## config.mk

```make
export PLATFORM = sky130hd
export DESIGN_NAME = syn_bht
export DESIGN_NICKNAME = d
export VERILOG_FILES = /design/src/rtl/syn_bht.sv
export SDC_FILE = /design/constraint.sdc
export NUM_CORES = 1
export LEC_CHECK = 0
export BUFFER_PORTS_ARGS = -buffer_cell sky130_fd_sc_hd__buf_2
export CAP_MARGIN = 20
export CORE_MARGIN = 1.5
export CORE_UTILIZATION = 57
export CTS_CLUSTER_SIZE = 40
export DETAILED_ROUTE_END_ITERATION = 12
export PLACE_DENSITY = 0.77
export SYNTH_ARGS = -nofsm -noshare
export SYNTH_HDL_FRONTEND = slang
export SYNTH_SLANG_ARGS = --single-unit
```

## constraint.sdc

```tcl
create_clock -name clk -period 6.6 [get_ports clk]
set_clock_uncertainty 0.05 [all_clocks]
set_input_delay 0.66 -clock clk [delete_from_list [all_inputs] [get_ports clk]]
set_output_delay 0.66 -clock clk [all_outputs]
set_load 0.005 [all_outputs]
```

## src/rtl/syn_bht.sv

```systemverilog
// -----------------------------------------------------------------------------
// syn_bht -- branch history table for the fetch stage.
//
// Answers the fetch-side prediction query combinationally: for the current
// word PC it returns the guessed next PC. It is trained from the PS3
// jump/branch resolver with the actual outcome, the actual target and the
// misprediction flag.
//
// Each direct-mapped entry holds valid, tag, target and a 2-bit saturating
// counter (00 strong-NT, 01 weak-NT, 10 weak-T, 11 strong-T).
//
// Optional feature macro: BHT_STAT_EN
//   defined   -> 16-bit saturating update / mispredict counters are built
//   undefined -> stat_upd / stat_mispred are tied to zero
//
// Ports:
//   clk           clock
//   rst_n         asynchronous active-low reset
//   en            global enable, gates every state update
//   pc            fetch word PC (lookup)
//   pc_guessed    predicted next word PC
//   pred_hit      lookup hit on a valid entry
//   upd_en        PS3 holds a resolved jump/branch
//   upd_pc        word PC of the resolved instruction
//   upd_taken     actual outcome
//   upd_target    actual taken target
//   upd_mispred   resolver reported a misprediction
//   stat_upd      count of accepted updates
//   stat_mispred  count of accepted mispredicted updates
// -----------------------------------------------------------------------------
`ifndef IM_ADDR_BIT
`define IM_ADDR_BIT 10
`endif

module syn_bht #(
  parameter int IDX_BIT  = 4,
  parameter int ADDR_BIT = `IM_ADDR_BIT
) (
  input  logic                clk,
  input  logic                rst_n,
  input  logic                en,
  input  logic [ADDR_BIT-1:0] pc,
  output logic [ADDR_BIT-1:0] pc_guessed,
  output logic                pred_hit,
  input  logic                upd_en,
  input  logic [ADDR_BIT-1:0] upd_pc,
  input  logic                upd_taken,
  input  logic [ADDR_BIT-1:0] upd_target,
  input  logic                upd_mispred,
  output logic [15:0]         stat_upd,
  output logic [15:0]         stat_mispred
);

  localparam int ENTRIES = 1 << IDX_BIT;
  localparam int TAG_BIT = ADDR_BIT - IDX_BIT;

  logic                valid_q  [ENTRIES];
  logic [TAG_BIT-1:0]  tag_q    [ENTRIES];
  logic [ADDR_BIT-1:0] target_q [ENTRIES];
  logic [1:0]          ctr_q    [ENTRIES];

  // ---------------------------------------------------------------------------
  // Lookup: purely combinational from pc and the current table contents, so a
  // same-cycle update is never seen (no write-through bypass).
  // ---------------------------------------------------------------------------
  logic [IDX_BIT-1:0] lk_idx;
  logic [TAG_BIT-1:0] lk_tag;

  assign lk_idx     = pc[IDX_BIT-1:0];
  assign lk_tag     = pc[ADDR_BIT-1:IDX_BIT];
  assign pred_hit   = valid_q[lk_idx] && (tag_q[lk_idx] == lk_tag);
  // ctr[1] is the taken half of the counter range; pc + 1 wraps naturally.
  assign pc_guessed = (pred_hit && ctr_q[lk_idx][1]) ? target_q[lk_idx]
                                                     : pc + ADDR_BIT'(1);

  // ---------------------------------------------------------------------------
  // Update: compute the new contents of the single addressed entry.
  // ---------------------------------------------------------------------------
  logic                upd_fire;
  logic [IDX_BIT-1:0]  upd_idx;
  logic [TAG_BIT-1:0]  upd_tag;
  logic                upd_hit;
  logic                upd_wr;
  logic [ADDR_BIT-1:0] target_d;
  logic [1:0]          ctr_d;

  assign upd_fire = en && upd_en;
  assign upd_idx  = upd_pc[IDX_BIT-1:0];
  assign upd_tag  = upd_pc[ADDR_BIT-1:IDX_BIT];
  assign upd_hit  = valid_q[upd_idx] && (tag_q[upd_idx] == upd_tag);

  always_comb begin
    upd_wr   = 1'b0;
    target_d = target_q[upd_idx];
    ctr_d    = ctr_q[upd_idx];
    if (upd_fire) begin
      if (upd_hit) begin
        upd_wr = 1'b1;
        if (upd_taken) begin
          target_d = upd_target;
          if (ctr_q[upd_idx] != 2'b11) ctr_d = ctr_q[upd_idx] + 2'd1;
        end else if (ctr_q[upd_idx] != 2'b00) begin
          ctr_d = ctr_q[upd_idx] - 2'd1;
        end
      end else if (upd_taken) begin
        // Miss on a taken branch: (re)allocate starting at weak-taken.
        upd_wr   = 1'b1;
        target_d = upd_target;
        ctr_d    = 2'b10;
      end
    end
  end

  // Entries need a full asynchronous clear, so the table lives in flops.
  always_ff @(posedge clk or negedge rst_n) begin
    if (!rst_n) begin
      for (int i = 0; i < ENTRIES; i++) begin
        valid_q[i]  <= 1'b0;
        tag_q[i]    <= '0;
        target_q[i] <= '0;
        ctr_q[i]    <= 2'b01;
      end
    end else if (upd_wr) begin
      valid_q[upd_idx]  <= 1'b1;
      tag_q[upd_idx]    <= upd_tag;
      target_q[upd_idx] <= target_d;
      ctr_q[upd_idx]    <= ctr_d;
    end
  end

  // ---------------------------------------------------------------------------
  // Statistics
  // ---------------------------------------------------------------------------
`ifdef BHT_STAT_EN
  logic [15:0] stat_upd_q;
  logic [15:0] stat_upd_d;
  logic [15:0] stat_mispred_q;
  logic [15:0] stat_mispred_d;

  always_comb begin
    stat_upd_d     = stat_upd_q;
    stat_mispred_d = stat_mispred_q;
    if (upd_fire) begin
      if (stat_upd_q != 16'hFFFF) stat_upd_d = stat_upd_q + 16'd1;
      if (upd_mispred && (stat_mispred_q != 16'hFFFF))
        stat_mispred_d = stat_mispred_q + 16'd1;
    end
  end

  always_ff @(posedge clk or negedge rst_n) begin
    if (!rst_n) begin
      stat_upd_q     <= 16'd0;
      stat_mispred_q <= 16'd0;
    end else begin
      stat_upd_q     <= stat_upd_d;
      stat_mispred_q <= stat_mispred_d;
    end
  end

  assign stat_upd     = stat_upd_q;
  assign stat_mispred = stat_mispred_q;
`else
  // The mispredict flag only feeds the statistics.
  logic unused_mispred;
  assign unused_mispred = upd_mispred;
  assign stat_upd       = 16'd0;
  assign stat_mispred   = 16'd0;
`endif

endmodule

```

After elaboration in Yosys (flattened, before gate mapping)

Index checks and enable logic that the tools add are counted.

Register bits: 304
Input port bits: 36
Output and inout port bits: 43
Logic and storage cells: 129

$add $sub $neg: 3
Order comparisons: 3
Equal/unequal tests: 3
Multiplexer cells: 47
Bitwise logic cells: 3
Reduce and logical (&&, ||, !) cells: 6

Operators by type and width:

| kind                                                       | number |
|---|---|
| bitwise mux 160 bit                                        | 1 |
| bitwise mux 96 bit                                         | 1 |
| binary-select mux 10 bit (select 4 bit)                    | 2 |
| two-way mux 10 bit                                         | 8 |
| binary-select mux 6 bit (select 4 bit)                     | 2 |
| demux 10 bit (select 4 bit)                                | 1 |
| bitwise mux 32 bit                                         | 1 |
| two-way mux 6 bit                                          | 5 |
| demux 6 bit (select 4 bit)                                 | 1 |
| two-way mux 2 bit                                          | 11 |
| binary-select mux 2 bit (select 4 bit)                     | 2 |
| OR 16 bit                                                  | 1 |
| equality test 6 bit                                        | 2 |
| adder 10 x 1 -> 10 bit, second input constant              | 1 |
| >= comparator 5 bit, second input constant                 | 2 |
| inverter 4 -> 5 bit                                        | 2 |
| binary-select mux 1 bit (select 4 bit)                     | 2 |
| demux 2 bit (select 4 bit)                                 | 1 |
| two-way mux 1 bit                                          | 8 |
| logical AND 1 bit                                          | 5 |
| less-than comparator 5 x 1 -> 1 bit, second input constant | 1 |
| demux 1 bit (select 4 bit)                                 | 1 |
| adder 2 x 1 -> 2 bit, second input constant                | 1 |
| != test 2 bit, second input constant                       | 1 |
| other kinds (2)                                            | 2 |

Depth between registers and ports, before layout

Gate-level depths: netlist (run 1).

Depth after elaboration: 10
Mapped depth: 13

Least setup slack after synthesis (run 1)

No wires, ideal clock.

Path kind: input port to output port
From: in pc[1]
To: out pc_guessed[1]
Arrival time: 3.432 ns
Data required time: 5.890 ns
Path slack: 2.458 ns
Stages on the path: 10
Path buffers: 3
Path through: clkbuf_1 -> buf_1 -> mux4_2 -> mux4_2 -> xnor2_1 -> nand4_1 -> nor4_1 -> and2_1 -> buf_2 -> mux2_2

Longest elaborated chain between the ends: 8
Elaborated cells between the ends (all ways): 18

RTL lines:

| item                                                 | line | source |
|---|---|---|
| start, declared                                      | 42   | `input logic [ADDR_BIT-1:0] pc,` |
| inverter 4 -> 5 bit (not written as such) (*)        | 71   | `assign pred_hit = valid_q[lk_idx] && (tag_q[lk_idx] == lk_tag);` |
| binary-select mux 6 bit (select 4 bit)               | 71   |  |
| two-way mux 6 bit (not written as such) (2 in a row) | 71   |  |
| equality test 6 bit                                  | 71   |  |
| logical AND 1 bit (*)                                | 71   |  |
| net pred_hit                                         | 44   | `output logic pred_hit,` |
| logical AND 1 bit (*)                                | 73   | `assign pc_guessed = (pred_hit && ctr_q[lk_idx][1]) ? target_q[lk_idx]` |
| two-way mux 10 bit (*)                               | 73   |  |
| end, declared                                        | 43   | `output logic [ADDR_BIT-1:0] pc_guessed,` |

Mark *: on every way through the listed nets, which the timed path passes. The rest lies on a longest branch. The select of a mux whose other input is x is not followed.

Worst setup path after layout (run 1)

From: in pc[0]
To: out pc_guessed[1]

Longest elaborated chain between the ends: 8
Elaborated cells between the ends (all ways): 18

RTL lines:

| item                                                 | line |
|---|---|
| inverter 4 -> 5 bit (not written as such)            | 71, 73 |
| binary-select mux 6 bit (select 4 bit)               | 71 |
| two-way mux 6 bit (not written as such) (2 in a row) | 71 |
| equality test 6 bit                                  | 71 |
| logical AND 1 bit                                    | 71 |
| logical AND 1 bit                                    | 73 |
| two-way mux 10 bit (*)                               | 73 |

Every way passes the cells marked *; elsewhere a longest branch is shown, timed or not. The select of a mux whose other input is x is not followed.

==> flow_summary.toml, run 1 <==
[status]
outcome = "finished, final reports clean"

[cts]
postCtsSetupRepairBufs = 0
cts_resized = 0
cts_hold_buffers = 0
clockRootBuffer = "clkbuf_16"
numCtsBuffers = 35
htree_num_levels = 2
tritoncts = "done"
cts.sinks = 304
path_clk_slew_ps = 60
clock_path_buffers = 3
worstSkewPairLatency_ps = 520

[layout]
fin_nets = 1146
post-route-util_pct = 62.71
drive_gt1_share_pct = 54.54
syn2layout_area_growth_pct = 8.462
final_cells = 1526
final_area_sq_um = 18590
nFillCells = 2117

[setup_path]
rrSetupSlack_ps = 2380
criticalPathCategory = "in -> out"
endpoint = "pc_guessed[1]"
timing.rr.start = "tag_q[2]"
crit_start = "pc[0]"
cp.required_ps = 5890
cp-end-kind = "primary output"
cp.arrival_ps = 4470
cp-start-kind = "input port"
path_max_fanout = 42
worst-r2r-cell-count = 8
r2r-end = "target_q[29]"

[power]
power_per_cell_area_nw_per_um2 = 252.6
sw_frac_of_total_pct = 24.72
internal_power_mw = 3.534
leakagePower_nw = 8.450
power_frac_clock_pct = 41.2
p_total_mw = 4.694
max-vdd-ir-drop_mv = 0.1573
comb_power_share_pct = 13.5
switchingPower_mw = 1.160
seqPwrFrac_pct = 45.3

[die]
chipHeight_microns = 176.4
dieArea_sq_um = 31110
rows = 63
ios = 79
coreArea_sq_um = 29640
die_w_microns = 176.4
initial_core_util_pct = 57.82

[global_route]
grt_usage_pct = 27.81
grt_pass1_wl_microns = 64520
grt_max_degree = 192
antenna_found_initial = 1
overflow = 0
grt_pass1_vias = 10710

[route]
avgRoutedWirePerCell_microns = 27.04
wirelength_microns = 41260
vias = 10140
post-route-drc-count = 0
viasPerCell = 6.645
ant_nets = 0
firstDrtPassIters = 5
drt-initial-drc-count = 1104

[timing]
setup_slack_ps = 1418
rsz0062_at_grt = "no"
hold_ws_ps = 178.4
period_needed_ps = 5182
finalCritPeriodShare_pct = 78.52
slew_violations = 0
setup_viol = 0
finalHoldViolations = 0
final.setup.tns_ps = 0
tightestPinTransition_ps = 1152
relSlewSlack_pct = 23.02
fmax_mhz = 193.0

[yosys]
synthFlopType = "dfrtp_1"
ys_types = 60
synthArstFlopShare_pct = 100.0
syn_inst = 1100
netlist_area_sq_um = 17140
ys_ff_latch = 304
seq_area_frac_synth_pct = 44.51
synth.avg_cell_area_sq_um = 15.58
synth_edf_count = 0
synth_warnings = 0

[placement]
place_congestion = 0.8068
dp_slack_ps = 1329
dp.cells = 1461
postPlaceCellArea_sq_um = 17430
port_buffers = 45
dp_hpwl_microns = 24040

[job]
maxCapViolCount = 0

[hold_path]
hold_path_class = "in -> async"
[per-layer routing]
metal / up-vias / GRT usage [%] / wire length, microns
met5: - / 0 / 0
met4: 0 / 10.88 / 1380
met3: 102 / 5.254 / 2818
met2: 400 / 43.95 / 20040
met1: 5415 / 38.56 / 17020
li1: 4224 / - / -
[cells by family (layout without fill, tap and decap cells)]
| group | count (synthesis) | in the layout | synth area share, % |
|---|---|---|---|
| buffers and inverters | 134 | 138 | 4.607 |
| AND/OR/NAND/NOR | 109 | 109 | 4.191 |
| AO/OA/AOI/OAI | 53 | 53 | 2.315 |
| adder cells (fa/ha/maj) | 1 | 1 | 0.07300 |
| multiplexers | 479 | 479 | 43.31 |
| other | 1 | 33 | 0.02188 |
| flip-flops | 304 | 304 | 44.51 |
| XOR/XNOR | 19 | 19 | 0.9711 |
[how the worst min path moves through the flow]
stage / end / slack (ps) / cells past startpoint
2_1_floorplan: ctr_q[11] / 310 / 0
3_3_place_gp: ctr_q[4] / 400 / 2
3_5_place_dp: ctr_q[4] / 400 / 2
4_1_cts: target_q[122] / 220 / 1
5_1_grt: target_q[135] / 260 / 1
6_report: target_q[122] / 180 / 1
[worst max-delay path, stage by stage]
cell	delay (ps)
buf_4	640
mux4_2	600
mux4_2	550
xnor2_1	160
nand4_1	190
nor4_1	380
and2_1	710
mux2_2	420
buf_2	130
[layout make-up]
type	instances	area, sq um	share of cell area, %
diodes	1	2.502	0.01346
clock buffers	56	1057	5.688
clock inverters	7	90.09	0.4847
inverters	8	30.03	0.1616
multi-input cells	693	8856	47.65
flip-flops and latches	304	7627	41.04
well taps	390	488.0	2.625
repair buffers	67	435.4	2.343
[cells in the final DEF (no fill, tap or decap), drive strengths merged, types with 10 or more instances in the layout]
cell type,count
xor2,10
dfrtp,288
nor2,12
o21ai,11
mux2i,23
dfstp,16
buf,67
conb,32
nand2b,15
clkbuf,56
mux4,169
nand2,22
mux2,287
nand3,12
o2bb2ai,11
[sequential cells by signal, summed over array words and instances (netlist names)]
name	count
target_q	160
tag_q	96
ctr_q	32
valid_q	16
[power groups by stage]
stage,Sequential [mW],Combinational (mW),Clock (mW)
after global routing,2.14,0.683,2.04
after detailed placement,2.15,0.633,0
final,2.13,0.632,1.94
after floorplan,2.11,0.495,0
after global placement,2.14,0.619,0
after CTS,2.12,0.635,1.96
[cell usage after synthesis, drive strengths merged, types with 2 or more instances]
cell / instances / area, sq um
a21oi: 4 / 20.02
and3: 4 / 25.02
a2bb2oi: 2 / 17.52
xor2: 10 / 87.58
and2: 3 / 18.77
nand2: 22 / 87.58
nor4: 2 / 18.77
dfrtp: 288 / 7207
a32oi: 2 / 17.52
o22ai: 6 / 37.54
xnor2: 9 / 78.83
o2bb2ai: 11 / 96.34
o21ai: 11 / 55.05
a22oi: 3 / 22.52
nor3b: 4 / 30.03
nor3: 4 / 20.02
or4: 2 / 15.01
buf: 91 / 624.4
nand2b: 15 / 93.84
nand4: 7 / 118.9
nor2: 12 / 45.04
a211oi: 2 / 15.01
clkbuf: 35 / 135.1
nand3b: 2 / 15.01
mux4: 169 / 3806
nor2b: 9 / 56.30
or2: 8 / 50.05
mux2: 287 / 3382
mux2i: 23 / 234.0
dfstp: 16 / 420.4
inv: 8 / 30.03
o21a: 2 / 15.01
nand3: 12 / 97.59
No activity file was read; power rests on OpenSTA's default activity.
==> run 2: changes to the inputs <==
Settings changed: ABC_AREA set to 1.
Clock period 6.6 ns to 5.2 ns, I/O delays scaled along.
==> run 2 against run 1 <==
Net effect: combinational power rose by 35%; sequential share of layout area rose by 0.74 points; synthesized cell count rose by 110%; first-iteration DRC count rose by 110%; routed wire length rose by 31%; synthesized area fell by 1.5%; final area fell by 1.8%; flip-flop and latch count did not move.
==> flow_summary.toml, run 2 <==
[yosys]
netlist.area_leader.share_pct = 42.69
synth_compound_area_share_pct = 22.56
synthTopCellsByCount = "nand2_1, dfrtp_1, o21ai_0"
yosys.area_share.adder_pct = 0.07411
synth-xor-area-share_pct = 0.4150
seq_area_frac_synth_pct = 45.18
synthArstFlopShare_pct = 100.0
syn_inst = 2334
ys_ff_latch = 304
synth_largest_area_cell = "dfrtp_1"
synthMuxAreaShare_pct = 0
synth.most_common_cell = "nand2_1"
synth_edf_count = 0
synth_area_leaders = "dfrtp_1, nand2_1, o21ai_0"
yosys.area_share.simple_pct = 23.61
synth_warnings = 0
synth_top_family_by_area = "simple AND/OR/NAND/NOR gates"
netlist_area_sq_um = 16880
ys_types = 35
synthFlopType = "dfrtp_1"
synth.avg_cell_area_sq_um = 7.234

[route]
wirelength_microns = 54190
firstDrtPassIters = 7
ant_nets = 0
drt-initial-drc-count = 2276
avgRoutedWirePerCell_microns = 20.03
post-route-drc-count = 0
viasPerCell = 6.189
vias = 16740

[timing]
tightestPinTransition_ps = 1075
fmax_mhz = 224.9
final.setup.tns_ps = 0
setup_viol = 0
finalCritPeriodShare_pct = 85.51
slew_violations = 0
finalHoldViolations = 0
rsz0062_at_grt = "no"
relSlewSlack_pct = 28.08
period_needed_ps = 4447

[placement]
place_congestion = 0.9766
dp_hpwl_microns = 32640
port_buffers = 45
dp.cells = 2644

[power]
power_frac_clock_pct = 39.0
seqPwrFrac_pct = 46.3
internal_power_mw = 4.116
sw_frac_of_total_pct = 28.94
power_per_cell_area_nw_per_um2 = 317.2
leakagePower_nw = 8.495
max-vdd-ir-drop_mv = 0.2493
switchingPower_mw = 1.676
comb_power_share_pct = 14.7

[global_route]
grt_max_degree = 125
antenna_found_initial = 0
grt_pass1_wl_microns = 85790
grt_usage_pct = 35.82
overflow = 0
grt_pass1_vias = 15920

[layout]
largest_reg_flops = 160
final_common_cell = "nand2_1"
largestRegisters = "target_q x160, tag_q x96, ctr_q x32"
final_cells = 2705
fin_nets = 2336
regMostFlops = "target_q"
final_cell_mix = "nand2_1, dfrtp_1, o21ai_0"
syn2layout_area_growth_pct = 8.145
insertedDiodeCount = 0
drive_gt1_share_pct = 7.798
nFillCells = 2580

[setup_path]
cp-end-kind = "primary output"
criticalPathCategory = "in -> out"
rrSetupSlack_ps = 1970
cp.arrival_ps = 3880
cp-start-kind = "input port"
slowest_delay_ps = 550
path_max_fanout = 48
crit_buf_inv = 3
crit_chain = "buf_4 -> buf_4 -> nor2_1 -> nor2_1 -> o21ai_0 -> o211ai_1 -> nand3_1 -> nand3_1 -> nand2_1 -> nor2_1 -> nand2_1 -> nor2_2 -> nand2_1 -> o21ai_0 -> buf_2"
cp.required_ps = 4630
cp_slowest_cell = "buf_4"
crit_family = "simple AND/OR/NAND/NOR gates"

[hold_path]
hold_path_class = "in -> async"

[die]
dieArea_sq_um = 30660
chipHeight_microns = 175.1
ios = 79
initial_core_util_pct = 58.35
coreArea_sq_um = 28940
die_w_microns = 175.1
rows = 62

[cts]
clockRootBuffer = "clkbuf_16"
cts.sinks = 304
postCtsSetupRepairBufs = 0
cts_hold_buffers = 0
numCtsBuffers = 34
htree_num_levels = 2
tritoncts = "done"
worstSkewPairLatency_ps = 530
cts_resized = 0
clock_path_buffers = 3
path_clk_slew_ps = 60

[job]
maxCapViolCount = 0

[status]
outcome = "finished, final reports clean"
-- run 2: cell count changes after synthesis, sizes merged, moves of 100 or more --
cell / delta
nand2: +756
o21ai: +425
mux2: -287
nor2: +191
mux4: -169
inv: +100
-- run 2: layer usage --
metal / global-route usage, % / vias to the layer above / wire (microns) / share of wire (%)
met3: 6.158 / 181 / 6278 / 12
met1: 49.89 / 7880 / 21910 / 40
met4: 17.20 / 0 / 2428 / 4.5
met5: 0 / - / 0 / 0
li1: - / 7595 / - / -
met2: 54.46 / 1086 / 23580 / 44
-- run 2: layout make-up --
type                            instances  area [sq um]  share of cell area (%)
Clock buffer                           53         982.2                   5.379
Clock inverter                          5         43.79                  0.2398
Inverter                              111         419.2                   2.296
Multi-Input combinational cell       1750          8020                   43.93
Sequential cell                       304          7627                   41.77
Tap cell                              384         480.5                   2.631
Timing Repair Buffer                   98         685.7                   3.755
-- run 2: worst paths after layout --
check	depth (start not counted)	startpoint	to
max in group asynchronous	2	rst_n	ctr_q[5]
min in group clk	3	upd_target[8]	target_q[148]
hold reg to reg	2	valid_q[7]	valid_q[7]
setup / recovery	15	pc[0]	pc_guessed[3]
hold / removal	1	rst_n	tag_q[43]
setup reg to reg	17	tag_q[15]	tag_q[22]
-- run 2: cell families after synthesis --
logic type | after synthesis
and+or+nand+nor | 1034
xor gates and xnor gates | 8
DFF | 304
AOI/OAI and AO/OA | 675
adders and majority gates | 1
buffers and inverters | 311
other | 1
-- run 2: power groups by stage --
stage | combinational [mW] | sequential [mW] | clock [mW]
final | 0.852 | 2.68 | 2.26
after global routing | 0.956 | 2.70 | 2.38
after CTS | 0.833 | 2.67 | 2.28
after detailed placement | 0.828 | 2.71 | 0
after global placement | 0.806 | 2.70 | 0
after floorplan | 0.577 | 2.68 | 0
-- run 2: worst reg2reg max path, delay by kind of cell, from the launching register on --
kind,cells,cell delay (ps)
buf+inv,1,410
flops,1,390
simple gates,15,2170
compound gates,1,70
-- run 2: through the flow --
stage / hold slack [ps] / utilization (%) / setup WS (ps) / area (sq um) / total power, mW
2_1_floorplan: 174.4 / - / 2214 / 17000 / 3.257
3_3_place_gp: 396.3 / 59.48 / 977.4 / 17210 / 3.511
3_5_place_dp: 403.8 / 59.48 / 940.5 / 17210 / 3.540
4_1_cts: 78.93 / 63.02 / 874.8 / 18240 / 5.789
5_1_grt: 126.7 / 63.10 / 590.3 / 18260 / 6.040
6_report: 8.285 / 63.10 / 753.2 / 18260 / 5.792
==> run 3: changes to the inputs <==
==> constraint.sdc (replaced) <==
create_clock -name clk -period 5.2 [get_ports clk]
set_clock_uncertainty 0.05 [all_clocks]
set_input_delay 0.78 -clock clk [delete_from_list [all_inputs] [get_ports clk]]
set_output_delay 0.78 -clock clk [all_outputs]
set_load 0.005 [all_outputs]
==> run 3 against run 2 <==
Net effect: register-to-register slack gained 350 ps; worst hold slack improved by 250 ps; critical path depth shrank 2; combinational power increased by 2%; routed wire length grew 3.9%; total power grew 4.3%; setup slack worse by 400 ps; final cell count is 1.1% higher; critical path type unchanged.
==> flow_summary.toml, run 3 (synthesized netlist as in run 2, its figures left out) <==
[layout]
post-route-util_pct = 64.14
drive_gt1_share_pct = 9.149
final_cells = 2734
insertedDiodeCount = 0
largestRegisters = "target_q x160, tag_q x96, ctr_q x32"
fin_nets = 2362
final_common_cell = "nand2_1"
regMostFlops = "target_q"
largest_reg_flops = 160
final_cell_mix = "nand2_1, dfrtp_1, o21ai_0"
final_area_sq_um = 18560
syn2layout_area_growth_pct = 9.923
nFillCells = 2498

[die]
die_w_microns = 175.1
initial_core_util_pct = 58.35
chipHeight_microns = 175.1
ios = 79
dieArea_sq_um = 30660
coreArea_sq_um = 28940
rows = 62

[placement]
place_congestion = 0.9868
port_buffers = 45
dp.cells = 2668
postPlaceCellArea_sq_um = 17380
dp_hpwl_microns = 33710

[global_route]
overflow = 0
grt_max_degree = 113
grt_pass1_wl_microns = 87800
grt_pass1_vias = 16100
antenna_found_initial = 0
grt_usage_pct = 36.95

[cts]
htree_num_levels = 2
worstSkewPairLatency_ps = 520
path_clk_slew_ps = 60
postCtsSetupRepairBufs = 0
clock_path_buffers = 3
tritoncts = "done"
cts.sinks = 304
clockRootBuffer = "clkbuf_16"
cts_resized = 0
numCtsBuffers = 35
cts_hold_buffers = 0

[route]
avgRoutedWirePerCell_microns = 20.60
post-route-drc-count = 0
firstDrtPassIters = 6
viasPerCell = 6.200
vias = 16950
wirelength_microns = 56310
drt-initial-drc-count = 2248
ant_nets = 0

[setup_path]
criticalPathCategory = "in -> out"
cp-start-kind = "input port"
crit_family = "buffers and inverters"
cpMostUsedCell = "nand2_1"
cp_slowest_cell = "buf_4"
path_max_fanout = 58
r2r-end = "tag_q[32]"
path_depth = 13
endpoint = "pc_guessed[3]"
crit_chain = "buf_4 -> buf_4 -> o21ai_0 -> o211ai_1 -> nand3_1 -> nand3_1 -> nand2_1 -> nor2_1 -> nand2_1 -> nor2_2 -> nand2_1 -> o21ai_0 -> buf_2"
timing.rr.start = "tag_q[13]"
rrSetupSlack_ps = 2320
worst-r2r-cell-count = 19
cp.arrival_ps = 4020
crit_buf_inv = 3
crit_start = "pc[0]"
cp-end-kind = "primary output"
slowest_delay_ps = 660
cp.required_ps = 4370

[timing]
relSlewSlack_pct = 25.62
tightestPinTransition_ps = 1112
period_needed_ps = 4852
rsz0062_at_grt = "no"
hold_ws_ps = 254.5
setup_viol = 0
finalHoldViolations = 0
finalCritPeriodShare_pct = 93.30
slew_violations = 0
final.setup.tns_ps = 0
fmax_mhz = 206.1

[status]
outcome = "finished, final reports clean"

[power]
leakagePower_nw = 8.676
max-vdd-ir-drop_mv = 0.2542
power_per_cell_area_nw_per_um2 = 325.6

[hold_path]
hold_path_class = "in -> async"

[job]
maxCapViolCount = 0
-- run 3: changes by cell type in the layout (fill, tap and decap cells not counted), sizes merged --
cell | before | now
bufinv | 0 | 3
clkbuf | 53 | 49
clkinv | 6 | 13
buf | 98 | 123
inv | 110 | 108
-- run 3: routing by layer --
metal,track usage (%),part of all wire [%],vias up,routed length [microns]
met2,57.39,44,1142,24930
met1,48.42,38,7910,21360
met4,21.08,5.5,0,3103
met3,7.354,12,235,6912
met5,0,0,-,0
li1,-,-,7665,-
-- run 3: worst min-delay path by stage --
stage,slack (ps),cells after the start,to,start
after CTS,290,1,tag_q[7],rst_n
after global routing,310,1,tag_q[1],rst_n
after floorplan,380,2,valid_q[11],valid_q[11]
after global placement,400,2,valid_q[6],valid_q[6]
after detailed placement,400,2,valid_q[6],valid_q[6]
final,250,1,tag_q[7],rst_n
-- run 3: stage by stage --
stage	power (mW)	worst slack (ps)
floorplan	3.257	1694
global placement	3.520	551.4
detailed placement	3.554	500.0
CTS	6.027	474.3
global route	6.281	238.7
finish	6.043	348.3
-- run 3: cell type report --
cell class / instances / area [sq um] / area share, %
clock buffer: 49 / 1011 / 5.447
multi-input combinational: 1750 / 8020 / 43.21
tap: 384 / 480.5 / 2.589
timing repair buffer: 123 / 860.8 / 4.638
inverter: 111 / 419.2 / 2.258
sequential: 304 / 7627 / 41.10
clock inverter: 13 / 140.1 / 0.7551
-- run 3: worst register-to-register path, cell delays in order, from the launching register on --
cell and delay (ps):
dfrtp_1 400, nand2_1 70, o21ai_0 80, nand2_1 80, nand2_1 80, nand2_1 60
nand2_1 80, nor2_1 140, nand2_1 70, nand2_1 80, inv_1 50, nand2_1 70
nor2_1 60, nand2_1 170, nand2_2 250, buf_4 270, nand2_1 60, buf_4 430
nand2_1 140, o21ai_0 130
-- run 3: power by group --
part	leakage (nW)	switching [mW]	internal, mW	total, mW
Clock	0.576	0.989	1.50	2.49
Sequential	4.01	0.135	2.55	2.68
Combinational	4.09	0.592	0.278	0.870
